==> config.mk <==
export PLATFORM = sky130hd
export DESIGN_NAME = timer_bus_ctrl
export DESIGN_NICKNAME = d
export VERILOG_FILES = /design/src/rtl/timer_bus_ctrl.sv
export SDC_FILE = /design/constraint.sdc
export NUM_CORES = 1
export LEC_CHECK = 0
export BUFFER_PORTS_ARGS = -buffer_cell sky130_fd_sc_hd__buf_2
export CAP_MARGIN = 0
export CORE_MARGIN = 1.5
export CORE_UTILIZATION = 35
export DETAILED_ROUTE_END_ITERATION = 10
export PLACE_DENSITY_LB_ADDON = 0.12
export SYNTH_ARGS = -nofsm -noshare
export SYNTH_HDL_FRONTEND = slang
export SYNTH_SLANG_ARGS = --single-unit
==> constraint.sdc <==
create_clock -name clk -period 5.9 [get_ports clk]
set_clock_uncertainty 0.2 [all_clocks]
set_input_delay 1.18 -clock clk [delete_from_list [all_inputs] [get_ports clk]]
set_output_delay 1.18 -clock clk [all_outputs]
set_load 0.02 [all_outputs]
==> src/rtl/timer_bus_ctrl.sv <==
// rtl/timer_bus_ctrl.sv - memory-mapped bus front end for the machine timer
//
// Purpose: accepts CPU load/store requests on a valid/ready bus, turns
// stores into timer write strobes, serves loads from the live timer outputs
// (atomic 64-bit mtime read via a shadow of the high word) and keeps a sticky
// machine timer interrupt.
//
// Ports:
//   clk, resetb                  clock, synchronous active-low reset
//   req_valid/req_ready          request handshake
//   req_we/req_addr/req_wdata    request (1 = store), byte address, store data
//   resp_valid/resp_ready        response handshake
//   resp_rdata/resp_err          load data (0 for stores/errors), access error
//   t_wenl/t_wenh/t_sel/t_din    timer write strobes, mtime/mtimecmp select, data
//   t_mtimel/t_mtimeh/t_mtimecmp live timer values
//   t_cmp                        mtime == mtimecmp
//   mtip                         machine timer interrupt pending
module timer_bus_ctrl #(
  parameter logic [31:0] BASE_ADDR = 32'h0000_4000
) (
  input  logic        clk,
  input  logic        resetb,
  input  logic        req_valid,
  output logic        req_ready,
  input  logic        req_we,
  input  logic [31:0] req_addr,
  input  logic [31:0] req_wdata,
  output logic        resp_valid,
  input  logic        resp_ready,
  output logic [31:0] resp_rdata,
  output logic        resp_err,
  output logic        t_wenl,
  output logic        t_wenh,
  output logic        t_sel,
  output logic [31:0] t_din,
  input  logic [31:0] t_mtimel,
  input  logic [31:0] t_mtimeh,
  input  logic [63:0] t_mtimecmp,
  input  logic        t_cmp,
  output logic        mtip
);

  localparam logic [1:0] S_IDLE   = 2'd0;
  localparam logic [1:0] S_ACCESS = 2'd1;
  localparam logic [1:0] S_RESP   = 2'd2;

  logic [1:0]  state;
  logic        we_q;
  logic        err_q;
  logic [1:0]  word_q;       // offset[3:2]: 0 mtime lo, 1 mtime hi, 2 cmp lo, 3 cmp hi
  logic        sel_q;
  logic [31:0] din_q;
  logic [31:0] rdata_q;
  logic        rerr_q;
  logic [31:0] shadow;
  logic        shadow_valid;
  logic        mtip_q;

  logic [31:0] offset;
  logic        req_err;
  logic        accept;
  logic        store_go;
  logic        cmp_clr;
  logic [31:0] rd_data;

  // Unsigned subtraction: an address below the base wraps to a huge offset
  // and therefore falls outside the window. The base is 16-byte aligned, so
  // offset[1:0] equals req_addr[1:0].
  assign offset  = req_addr - BASE_ADDR;
  assign req_err = (|offset[1:0]) || (|offset[31:4]);
  assign accept  = req_valid && req_ready;

  // Gating with resetb drops a store whose ACCESS cycle coincides with reset.
  assign store_go = resetb && (state == S_ACCESS) && we_q && !err_q;
  assign cmp_clr  = store_go && word_q[1];

  assign req_ready  = resetb && (state == S_IDLE);
  assign resp_valid = (state == S_RESP);
  assign resp_rdata = rdata_q;
  assign resp_err   = rerr_q;
  assign t_wenl     = store_go && !word_q[0];
  assign t_wenh     = store_go && word_q[0];
  assign t_sel      = sel_q;
  assign t_din      = din_q;
  // The clear is visible in the ACCESS cycle itself, not only afterwards.
  assign mtip       = mtip_q && !cmp_clr;

  always_comb begin
    rd_data = 32'd0;
    case (word_q)
      2'd0:    rd_data = t_mtimel;
      2'd1:    rd_data = shadow_valid ? shadow : t_mtimeh;
      2'd2:    rd_data = t_mtimecmp[31:0];
      default: rd_data = t_mtimecmp[63:32];
    endcase
  end

  always_ff @(posedge clk) begin
    if (!resetb) begin
      state        <= S_IDLE;
      we_q         <= 1'b0;
      err_q        <= 1'b0;
      word_q       <= 2'd0;
      sel_q        <= 1'b0;
      din_q        <= 32'd0;
      rdata_q      <= 32'd0;
      rerr_q       <= 1'b0;
      shadow       <= 32'd0;
      shadow_valid <= 1'b0;
      mtip_q       <= 1'b0;
    end else begin
      // Clear has priority over a simultaneous compare hit.
      if (cmp_clr) begin
        mtip_q <= 1'b0;
      end else if (t_cmp) begin
        mtip_q <= 1'b1;
      end

      case (state)
        S_IDLE: begin
          if (accept) begin
            we_q   <= req_we;
            err_q  <= req_err;
            word_q <= offset[3:2];
            // Timer-facing select/data only move for a store that will strobe.
            if (req_we && !req_err) begin
              sel_q <= offset[3];
              din_q <= req_wdata;
            end
            state <= S_ACCESS;
          end
        end
        S_ACCESS: begin
          rerr_q <= err_q;
          if (we_q || err_q) begin
            rdata_q <= 32'd0;
          end else begin
            rdata_q <= rd_data;
          end
          if (!we_q && !err_q) begin
            if (word_q == 2'd0) begin
              shadow       <= t_mtimeh;
              shadow_valid <= 1'b1;
            end else if (word_q == 2'd1) begin
              shadow_valid <= 1'b0;
            end
          end
          if (store_go && !word_q[1]) begin
            shadow_valid <= 1'b0;
          end
          state <= S_RESP;
        end
        S_RESP: begin
          if (resp_ready) begin
            state <= S_IDLE;
          end
        end
        default: state <= S_IDLE;
      endcase
    end
  end

endmodule

# Yosys cells after proc, flatten, opt, wreduce, memory -nomap -nowiden
# Index checks and enable logic that the tools add are counted.
# classes
n_addsub	1
n_eq_ne	6
mux	10
reduce_logical	32
bitwise	1
# op_table
cell	count
case mux 32 bit (3 select lines)	1
2-to-1 mux 32 bit	2
subtractor 32 x 15 -> 32 bit (second input constant)	1
OR reduction 28 bit	1
logical AND 1 bit	12
AND reduction 3 bit	3
logical NOT 1 bit	6
case mux 2 bit (3 select lines)	1
== test 2 x 1 -> 1 bit (second input constant)	2
== test 2 bit (second input constant)	2
logical NOT 2 bit	2
2-to-1 mux 1 bit	4
2-to-1 mux 2 bit	2
AND reduction 2 bit	2
OR reduction 2 bit	2
nonzero test 3 bit	1
logical OR 1 bit	2
inequality test 2 x 1 -> 1 bit (second input constant)	1
inequality test 2 bit (second input constant)	1
nonzero test 2 bit	1
NOT 1 bit	1
# word_totals
elab_cells	61
output_inout_bits	71
regBits	106
inputBits	198

# Depth between registers and ports, before layout
# Gate-level depths: netlist of run 1.
# depth
word_depth	7
ltp_mapped	7
depth_no_buf	4

# Worst setup path after synthesis of run 1
# Ideal clock, no wire load.
# synth_timing
path_kind	in2out
startpoint	input port resetb
endpoint	output port req_ready
cell_stages	4
setup_slack_ns	2.513
t_arrival_ns	2.007
cell_sequence	buf_4 -> inv_2 -> clkbuf_1 -> nor3_1
# synth_between
elab_chain_cells	1
# synth_rtl
element	line	text
start, declared	22	input logic resetb,
logical AND 1 bit	77	assign req_ready = resetb && (state == S_IDLE);
end, declared	24	output logic req_ready,
# Every way passes these cells.

# Worst setup path after layout of run 1
# layout_timing
startpoint	register state[1]
endpoint	output port mtip
# layout_between
elab_chain_cells	7
# layout_rtl
element	line	text
start, declared	47	logic [1:0] state;
start signal, assigned	100	state <= S_IDLE;
start signal, assigned	130	state <= S_ACCESS;
start signal, assigned	151	state <= S_RESP;
== test 2 x 1 -> 1 bit	74	assign store_go = resetb && (state == S_ACCESS) && we_q && !err_q;
logical AND 1 bit (3 in a row)	74	
logical AND 1 bit	75	assign cmp_clr = store_go && word_q[1];
logical NOT 1 bit	86	assign mtip = mtip_q && !cmp_clr;
logical AND 1 bit	86	
end, declared	40	output logic mtip
# Every way passes these cells.

==> flow_metrics.env, run 1 <==
export IMPL_worstReg2RegStart="word_q[0]"
export IMPL_setup_tns_ps=0
export IMPL_synth_seq_cells=106
export IMPL_setup_viol=0
export IMPL_hold_viol_final=0
export IMPL_num_rows=43
export IMPL_htree_levels=3
export IMPL_period_share_pct=59.2
export IMPL_post_cts_buffers=0
export IMPL_synth_area_leaders="dfxtp_1 (42%), mux4_2 (14%), nand2_1 (9.8%)"
export IMPL_synth_most_common_cell="nand2_1"
export IMPL_worstSetupEndpointType="primary output"
export IMPL_slew_violations=0
export IMPL_cts_sinks=106
export IMPL_nNetsFinal=961
export IMPL_clockRootBuffer="clkbuf_16"
export IMPL_p_leak_uw=0.00294
export IMPL_arrival_ps=2110
export IMPL_netlist_top_cell_by_area="dfxtp_1"
export IMPL_via_count=4692
export IMPL_first_pass_iters=4
export IMPL_r2r_cells=5
export IMPL_multi_input_area_um2=2770
export IMPL_muxShareOfSynthArea_pct=28.4
export IMPL_status="complete, no violations"
export IMPL_io_buffers=268
export IMPL_p_sw_share_pct=25.0
export IMPL_numCtsBuffers=9
export IMPL_endpoint="mtip"
export IMPL_synth_adder_area_share_pct=0
export IMPL_synthFlopType="dfxtp_1"
export IMPL_antenna_found_initial=1
export IMPL_grt_total_usage_pct=19.2
export IMPL_dr_first_iter_drc_count=237
export IMPL_power_density_nw_per_um2=245
export IMPL_max_freq_mhz=286
export IMPL_cts_buffer_depth=2
export IMPL_post_route_drc_count=0
export IMPL_register_area_um2=2130
export IMPL_core_area_um2=14000
export IMPL_synthSimpleGateAreaFrac_pct=15.9
export IMPL_synthDistinctLibCells=33
export IMPL_drv_cap=0
export IMPL_p_switching_uw=420
export IMPL_diodes=0
export IMPL_syn_cell_area_um2=5100
export IMPL_fillCellCount=1352
export IMPL_fp_dieW_um=124
export IMPL_reg2reg_slack_ps=3130
export IMPL_tightestPinTransition_ps=1240
export IMPL_synthArstFlopShare_pct=0
export IMPL_start_util_pct=36.3
export IMPL_dp_hpwl_um=10700
export IMPL_place_gp_congestion=0.763
export IMPL_gr_total_overflow=0
export IMPL_place_area_um2=6520
export IMPL_ant_nets=0
export IMPL_drt_vias_per_instance=4.95
export IMPL_hp_class="flip-flop to flip-flop"
export IMPL_grt_pass1_vias=4651
export IMPL_rsz0062_at_grt="no"
export IMPL_postCtsHoldBufs=0
export IMPL_grt_pass1_wl_um=22600
export IMPL_cts_clk_slew_worst_paths_ps=70
export IMPL_required_ps=4520
export IMPL_period_needed_ps=3490
export IMPL_synth_top_area_share_pct=41.6
export IMPL_synth_xor_area_share_pct=0
export IMPL_drt_total_wl_um=14900
export IMPL_syn_nets=722
export IMPL_cts_tree="built"
export IMPL_r2r_end="shadow[18]"
export IMPL_clkPwrFrac_pct=39.6
export IMPL_drive_gt1_share_pct=47.3
export IMPL_path_max_fanout=38
export IMPL_syn_to_final_growth_pct=34.4
export IMPL_syn_inst=524
export IMPL_path_class="flip-flop to primary output"
export IMPL_clock_latency_ps=350
export IMPL_ioPinCount=269
export IMPL_synth_edf_count=0
export IMPL_ir_drop_mv=0.156
export IMPL_wl_per_cell_um=15.7
export IMPL_p_int_uw=1260
export IMPL_yosys_warnings=0
export IMPL_synth_compound_area_share_pct=9.81
export IMPL_cts_resized=0
export IMPL_crit_start="state[1]"
export IMPL_stdcell_area_um2=6860
export IMPL_synth_common_cells="nand2_1 (133), dfxtp_1 (106), nor2_1 (40), mux2i_1 (37), a21oi_1 (34)"
export IMPL_synth_seq_area_share_pct=41.6
export IMPL_synth_top_family_by_area="multiplexers"
export IMPL_dieArea_um2=15300
export IMPL_grt_start_max_net_pins=71
export IMPL_fp_dieH_um=124
export IMPL_startpoint_type="flip-flop"
export IMPL_seqPwrFrac_pct=45.6
export IMPL_syn_avg_cell_area_um2=9.74
export IMPL_power_frac_comb_pct=14.8
export IMPL_slew_headroom_pct=17.5
[power by group through the flow]
stage	Combinational [uW]	Sequential, uW	Clock, uW
floorplan	145	779	0
global placement	246	783	0
detailed placement	250	784	0
CTS	252	767	691
global route	274	771	714
finish	248	767	665
[per-stage QoR]
| stage | cells | setup WS, ps | hold slack [ps] | util (%) | total power, uW |
|---|---|---|---|---|---|
| 3_5_place_dp | 932 | 2550 | 244 | 46.4 | 1030 |
| 6_report | 948 | 2410 | 253 | 48.8 | 1680 |
| 2_1_floorplan | 524 | 2510 | 233 | - | 924 |
| 3_3_place_gp | 932 | 2540 | 238 | 46.4 | 1030 |
| 4_1_cts | 948 | 2370 | 257 | 48.8 | 1710 |
| 5_1_grt | 948 | 2240 | 272 | 48.8 | 1760 |
[layer usage]
layer | global-route usage (%) | routed length [um]
met5 | 0 | 0
met3 | 6.73 | 1170
met4 | 5.75 | 218
met1 | 21.8 | 6150
met2 | 33.7 | 7380
[worst max-delay path, stage by stage (launching register included)]
cell and delay (ps):
dfxtp_1 360, nand2b_2 630, nor3_1 430, a21boi_0 130, buf_2 220
[worst min-delay path by stage]
stage / startpoint / endpoint / slack [ps] / cells past startpoint
2_1_floorplan: shadow[0] / shadow[0] / 230 / 2
5_1_grt: t_din[3] / t_din[3] / 270 / 2
6_report: shadow[6] / shadow[6] / 250 / 2
3_5_place_dp: t_din[20] / t_din[20] / 240 / 2
3_3_place_gp: shadow[16] / shadow[16] / 240 / 2
4_1_cts: shadow[6] / shadow[6] / 260 / 2
[logic make-up (layout without fill, tap and decap cells)]
| family | Yosys count | count (layout) |
|---|---|---|
| DFF | 106 | 106 |
| buffers and inverters | 48 | 292 |
| muxes | 101 | 101 |
| AOI/OAI and AO/OA | 75 | 75 |
| and+or+nand+nor | 194 | 194 |
[final cells by class]
| type | instances | share of cell area, % |
|---|---|---|
| Sequential cell | 106 | 31.0 |
| Timing Repair Buffer | 274 | 20.2 |
| Multi-Input combinational cell | 370 | 40.5 |
| Clock inverter | 6 | 1.42 |
| Clock buffer | 10 | 3.49 |
| Tap cell | 180 | 3.29 |
| Inverter | 2 | 0.110 |
[sequential cells by signal, indices dropped and copies added, names as in the netlist]
register and cells:
resp_rdata 32, shadow 32, t_din 32, state 2, word_q 2, err_q 1
mtip_q 1, resp_err 1, shadow_valid 1, t_sel 1, we_q 1
[placed cells by master, fill, tap and decap left out]
cell       count
buf_2        268
nand2_1      133
dfxtp_1      103
nor2_1        40
mux2i_1       37
a21oi_1       34
mux2_2        32
mux4_2        32
a22oi_1       32
clkbuf_16      9
buf_4          6
nor4_1         5
nor3_1         4
clkinv_4       3
dfxtp_2        3
and2_1         2
nor4b_1        2
nand4_1        2
o21ai_0        2
a211oi_1       2
bufinv_16      2
inv_2          1
nand2b_2       1
a21boi_0       1
nor2b_1        1
nor4b_4        1
and4bb_1       1
nor4_4         1
inv_1          1
o311ai_2       1
a2111oi_4      1
nand2b_1       1
o31ai_1        1
a31oi_1        1
inv_8          1
clkbuf_8       1
(Power assumes the default switching activity.)
==> inputs of run 2 (changes only) <==
ABC_AREA = 1   (was unset)
clock period = 3 ns   (was 5.9 ns; I/O delays follow)
==> run 2 against run 1 <==
Compared with the run above: area after synthesis up 14%; critical path type unchanged; synthesized cell count rose by 60%; final cell count up 37%; critical path depth rose by 3; worst hold slack better by 5.2 ps; design area is 11% higher; register-to-register slack worse by 2400 ps; total power rose by 100%; non-clock buffer count rose by 14; sequential share of layout area is 3.1 points lower; highest routed layer unchanged; via count rose by 38%; worst setup slack got worse by 2000 ps; largest cell class unchanged.
==> flow_metrics.env, run 2 <==
export IMPL_setup_viol=0
export IMPL_tightestPinTransition_ps=708
export IMPL_cts_resized=0
export IMPL_path_class="flip-flop to primary output"
export IMPL_synth_most_common_cell="a21oi_1"
export IMPL_ioPinCount=269
export IMPL_first_pass_iters=4
export IMPL_grt_total_usage_pct=22.3
export IMPL_cpMaxStageDelayCell="nor3_1"
export IMPL_post_route_drc_count=0
export IMPL_power_density_nw_per_um2=448
export IMPL_drv_cap=0
export IMPL_syn_cell_area_um2=5800
export IMPL_synth_area_leaders="dfxtp_1 (37%), a21oi_1 (12%), nand2_1 (8.7%)"
export IMPL_synth_seq_cells=106
export IMPL_max_freq_mhz=388
export IMPL_htree_levels=3
export IMPL_cts_buffer_depth=2
export IMPL_grtUsageMet3_pct=5.56
export IMPL_io_buffers=268
export IMPL_hp_class="flip-flop to flip-flop"
export IMPL_r2r_cells=8
export IMPL_slew_violations=0
export IMPL_setup_tns_ps=0
export IMPL_synth_top_area_share_pct=36.6
export IMPL_cts_sinks=106
export IMPL_ant_nets=0
export IMPL_syn_avg_cell_area_um2=6.89
export IMPL_hold_viol_final=0
export IMPL_syn_nets=1039
export IMPL_syn_to_final_growth_pct=31.1
export IMPL_finalWorstSetupSlack_ps=423
export IMPL_place_ws_ps=402
export IMPL_via_count=6492
export IMPL_wl_per_cell_um=15.1
export IMPL_gr_total_overflow=0
export IMPL_path_buf_inv=4
export IMPL_numCtsBuffers=9
export IMPL_synth_common_cells="a21oi_1 (141), nand2_1 (135), dfxtp_1 (106), nor2_1 (96)"
export IMPL_nNetsFinal=1275
export IMPL_fp_dieW_um=132
export IMPL_worstHoldPathCells=2
export IMPL_fp_dieH_um=132
export IMPL_grt_start_max_net_pins=67
export IMPL_clockRootBuffer="clkbuf_16"
export IMPL_cts_tree="built"
export IMPL_dp_hpwl_um=13700
export IMPL_p_leak_uw=0.00356
export IMPL_mostFrequentLayoutCell="buf_2"
export IMPL_start_util_pct=36.1
export IMPL_dieArea_um2=17300
export IMPL_met1_usage_pct=28.0
export IMPL_ir_drop_mv=0.283
export IMPL_yosys_warnings=0
export IMPL_drt_total_wl_um=19600
export IMPL_path_depth=7
export IMPL_synth_edf_count=0
export IMPL_slew_headroom_pct=52.6
export IMPL_postCtsHoldBufs=0
export IMPL_period_share_pct=85.9
export IMPL_worstSetupEndpointType="primary output"
export IMPL_drt_vias_per_instance=5.00
export IMPL_syn_inst=841
export IMPL_cts_clk_slew_worst_paths_ps=70
export IMPL_top_usage_layer="met2"
export IMPL_critPathMaxStageDelay_ps=390
export IMPL_critPathTopFamily="simple AND/OR/NAND/NOR gates"
export IMPL_synthArstFlopShare_pct=0
export IMPL_core_area_um2=16100
export IMPL_grt_pass1_wl_um=31600
export IMPL_fin_util_pct=47.3
export IMPL_synthFlopType="dfxtp_1"
export IMPL_netlist_top_cell_by_area="dfxtp_1"
export IMPL_startpoint_type="flip-flop"
export IMPL_drive_gt1_share_pct=31.9
export IMPL_crit_chain="inv_1 -> nor2_1 -> inv_2 -> nor3_1 -> inv_1 -> nor2_1 -> buf_2"
export IMPL_synth_seq_area_share_pct=36.6
export IMPL_dr_first_iter_drc_count=369
export IMPL_final_cell_mix="buf_2 (268), a21oi_1 (141), nand2_1 (135)"
export IMPL_post_cts_buffers=0
export IMPL_clock_latency_ps=350
export IMPL_grt_use_met2_pct=38.4
export IMPL_synthDistinctLibCells=31
export IMPL_required_ps=2200
export IMPL_num_rows=46
export IMPL_place_gp_congestion=0.838
export IMPL_period_needed_ps=2580
export IMPL_rsz0062_at_grt="no"
export IMPL_hold_ws_ps=258
export IMPL_arrival_ps=1780
export IMPL_path_max_fanout=3
export IMPL_grt_pass1_vias=6301
export IMPL_antenna_found_initial=2
export IMPL_status="complete, no violations"
[run 2: cell count changes after synthesis, moves of 33 or more]
cell      before  now
a21oi_1       34  141
o211ai_1       0   33
nand4_1        2   36
o21ai_0        2   65
mux2i_1       37    0
nor2_1        40   96
inv_1          1   65
[run 2: final cells by class]
class	count	area [um^2]
antenna	2	5.00
clock buffer	11	233
clock inverter	4	76.3
fill	1748	8460
inverter	73	274
multi-input combinational	599	3080
sequential	106	2120
tap	216	270
timing repair buffer	288	1540
[run 2: through the flow]
step,power (uW),area [um^2],std cells
final,3400,7600,1299
after floorplan,1870,5800,841
after CTS,3440,7590,1297
after global placement,2160,7290,1282
after detailed placement,2160,7290,1282
after global routing,3570,7600,1298
[run 2: path summary, 6_finish.rpt]
path / startpoint / to / slack, ps
max: state[0] / t_wenh / 420
min: shadow[8] / shadow[8] / 260
max reg2reg: word_q[1] / resp_rdata[5] / 750
min reg2reg: shadow[8] / shadow[8] / 260
[run 2: tightest hold or removal path: cells and delay by family, from the launching register on]
family / cells / cell delay [ps]
compound gates: 1 / 60
buf+inv: 1 / 60
flops: 1 / 300
[run 2: layer usage]
layer | part of all wire (%) | wire length (um) | up-vias
met5 | 0 | 0 | -
met4 | 1.0 | 201 | 0
met3 | 6.4 | 1260 | 12
met2 | 48 | 9490 | 190
met1 | 44 | 8640 | 2955
li1 | - | - | 3335
[run 2: power by group]
group / internal, uW / switching (uW) / leakage [uW]
logic: 252 / 383 / 0.00256
registers: 1460 / 27.3 / 0.000859
clock network: 732 / 551 / 0.000146
[run 2: kinds of logic after synthesis]
group	share of synthesized area [%]
buffers and inverters	10.5
AOI/OAI and AO/OA	25.8
DFF	36.6
and+or+nand+nor	27.2
==> inputs of run 3 (changes only) <==
PLACE_DENSITY = 0.65   (was unset)
PLACE_DENSITY_LB_ADDON = unset   (was 0.12)
==> run 3 against run 2 <==
Compared with the run above: count of clock-buffer cells in the layout down 1; via count up 0.80%; maximum frequency down 1.2%; utilization up 0.094 points; largest power group unchanged.
==> flow_metrics.env, run 3 (synthesized netlist as in run 2, its figures left out) <==
export IMPL_status="complete, no violations"
export IMPL_grt_total_usage_pct=21.7
export IMPL_grt_start_max_net_pins=67
export IMPL_via_count=6544
export IMPL_num_rows=46
export IMPL_gr_total_overflow=0
export IMPL_grt_pass1_vias=5935
export IMPL_drive_gt1_share_pct=32.1
export IMPL_hp_class="flip-flop to flip-flop"
export IMPL_dr_first_iter_drc_count=314
export IMPL_period_needed_ps=2610
export IMPL_worstSetupEndpointType="primary output"
export IMPL_ir_drop_mv=0.316
export IMPL_path_max_fanout=10
export IMPL_htree_levels=3
export IMPL_syn_to_final_growth_pct=31.4
export IMPL_dieArea_um2=17300
export IMPL_wl_per_cell_um=14.8
export IMPL_rsz0062_at_grt="no"
export IMPL_setup_viol=0
export IMPL_power_density_nw_per_um2=451
export IMPL_nNetsFinal=1276
export IMPL_cts_tree="built"
export IMPL_stdcell_area_um2=7610
export IMPL_mostFrequentLayoutCell="buf_2"
export IMPL_core_area_um2=16100
export IMPL_ant_nets=0
export IMPL_grt_pass1_wl_um=30400
export IMPL_crit_chain="inv_1 -> nor2_1 -> inv_2 -> nor3_1 -> nand2_1 -> nand2_1 -> inv_1 -> buf_2"
export IMPL_fillCellCount=1695
export IMPL_cts_resized=0
export IMPL_tightestPinTransition_ps=610
export IMPL_ioPinCount=269
export IMPL_fp_dieH_um=132
export IMPL_slew_headroom_pct=59.2
export IMPL_clock_latency_ps=360
export IMPL_cts_buffer_depth=2
export IMPL_p_leak_uw=0.00358
export IMPL_drt_vias_per_instance=5.03
export IMPL_startpoint_type="flip-flop"
export IMPL_hold_ws_ps=254
export IMPL_drt_total_wl_um=19300
export IMPL_start_util_pct=36.1
export IMPL_drv_cap=0
export IMPL_cts_clk_slew_worst_paths_ps=70
export IMPL_first_pass_iters=5
export IMPL_postCtsHoldBufs=0
export IMPL_dp_hpwl_um=14200
export IMPL_final_cell_mix="buf_2 (268), a21oi_1 (141), nand2_1 (135)"
export IMPL_place_inst=1283
export IMPL_clockRootBuffer="clkbuf_16"
export IMPL_path_class="flip-flop to primary output"
export IMPL_required_ps=2200
export IMPL_antenna_found_initial=5
export IMPL_hold_viol_final=0
export IMPL_arrival_ps=1810
export IMPL_place_area_um2=7280
export IMPL_setup_tns_ps=0
export IMPL_fin_cells=1302
export IMPL_post_route_drc_count=0
export IMPL_period_share_pct=86.9
export IMPL_place_gp_congestion=0.925
export IMPL_critPathMaxStageDelay_ps=360
export IMPL_max_freq_mhz=384
export IMPL_fp_dieW_um=132
export IMPL_cts_sinks=106
export IMPL_numCtsBuffers=9
export IMPL_io_buffers=268
export IMPL_reg2reg_slack_ps=800
export IMPL_slew_violations=0
export IMPL_cpMaxStageDelayCell="dfxtp_1"
export IMPL_post_cts_buffers=0
==> run 3: changes by cell type in the layout (fill, tap and decap cells not counted), sizes merged <==
| cell | change |
|---|---|
| buf | +1 |
| clkbuf | -1 |
| clkinv | +3 |
| inv | -1 |
| diode | +1 |
==> run 3: final timing paths <==
path,endpoint,startpoint,cells after the start
setup / recovery,mtip,state[0],8
hold / removal,shadow[5],shadow[5],2
hold reg to reg,shadow[5],shadow[5],2
setup reg to reg,shadow[0],state[0],8
==> run 3: area by class of cell <==
class	count	area (um^2)	area share (%)
flip-flops and latches	106	2120	27.9
diodes	3	7.51	0.0986
inverters	73	274	3.60
multi-input cells	599	3080	40.4
well taps	216	270	3.55
clock inverters	6	90.1	1.18
repair buffers	289	1540	20.2
clock buffers	10	239	3.14
==> run 3: per-layer routing <==
| layer | vias up | wire [um] | global-route usage [%] | share of wire (%) |
|---|---|---|---|---|
| met1 | 2922 | 8360 | 27.1 | 43 |
| li1 | 3337 | - | - | - |
| met5 | - | 26 | 0 | 0.14 |
| met3 | 32 | 1400 | 6.06 | 7.3 |
| met2 | 249 | 8980 | 35.9 | 47 |
| met4 | 4 | 490 | 7.47 | 2.5 |
==> run 3: through the flow <==
stage / setup WS [ps] / util [%] / total power (uW)
2_1_floorplan: 679 / - / 1870
3_3_place_gp: 337 / 45.3 / 2150
3_5_place_dp: 362 / 45.3 / 2150
4_1_cts: 344 / 47.4 / 3470
5_1_grt: 206 / 47.4 / 3590
6_report: 393 / 47.4 / 3440
==> run 3: critical path: cells and delay by family, from the launching register on <==
| family | cells | cell delay, ps |
|---|---|---|
| flip-flops | 1 | 360 |
| buffers and inverters | 4 | 420 |
| AND/OR/NAND/NOR | 4 | 670 |
==> run 3: report_power, final <==
part           leakage, uW  switching, uW  internal [uW]
registers         0.000859           28.4           1460
clock network     0.000159            563            757
logic              0.00256            377            252
total              0.00358            968           2470
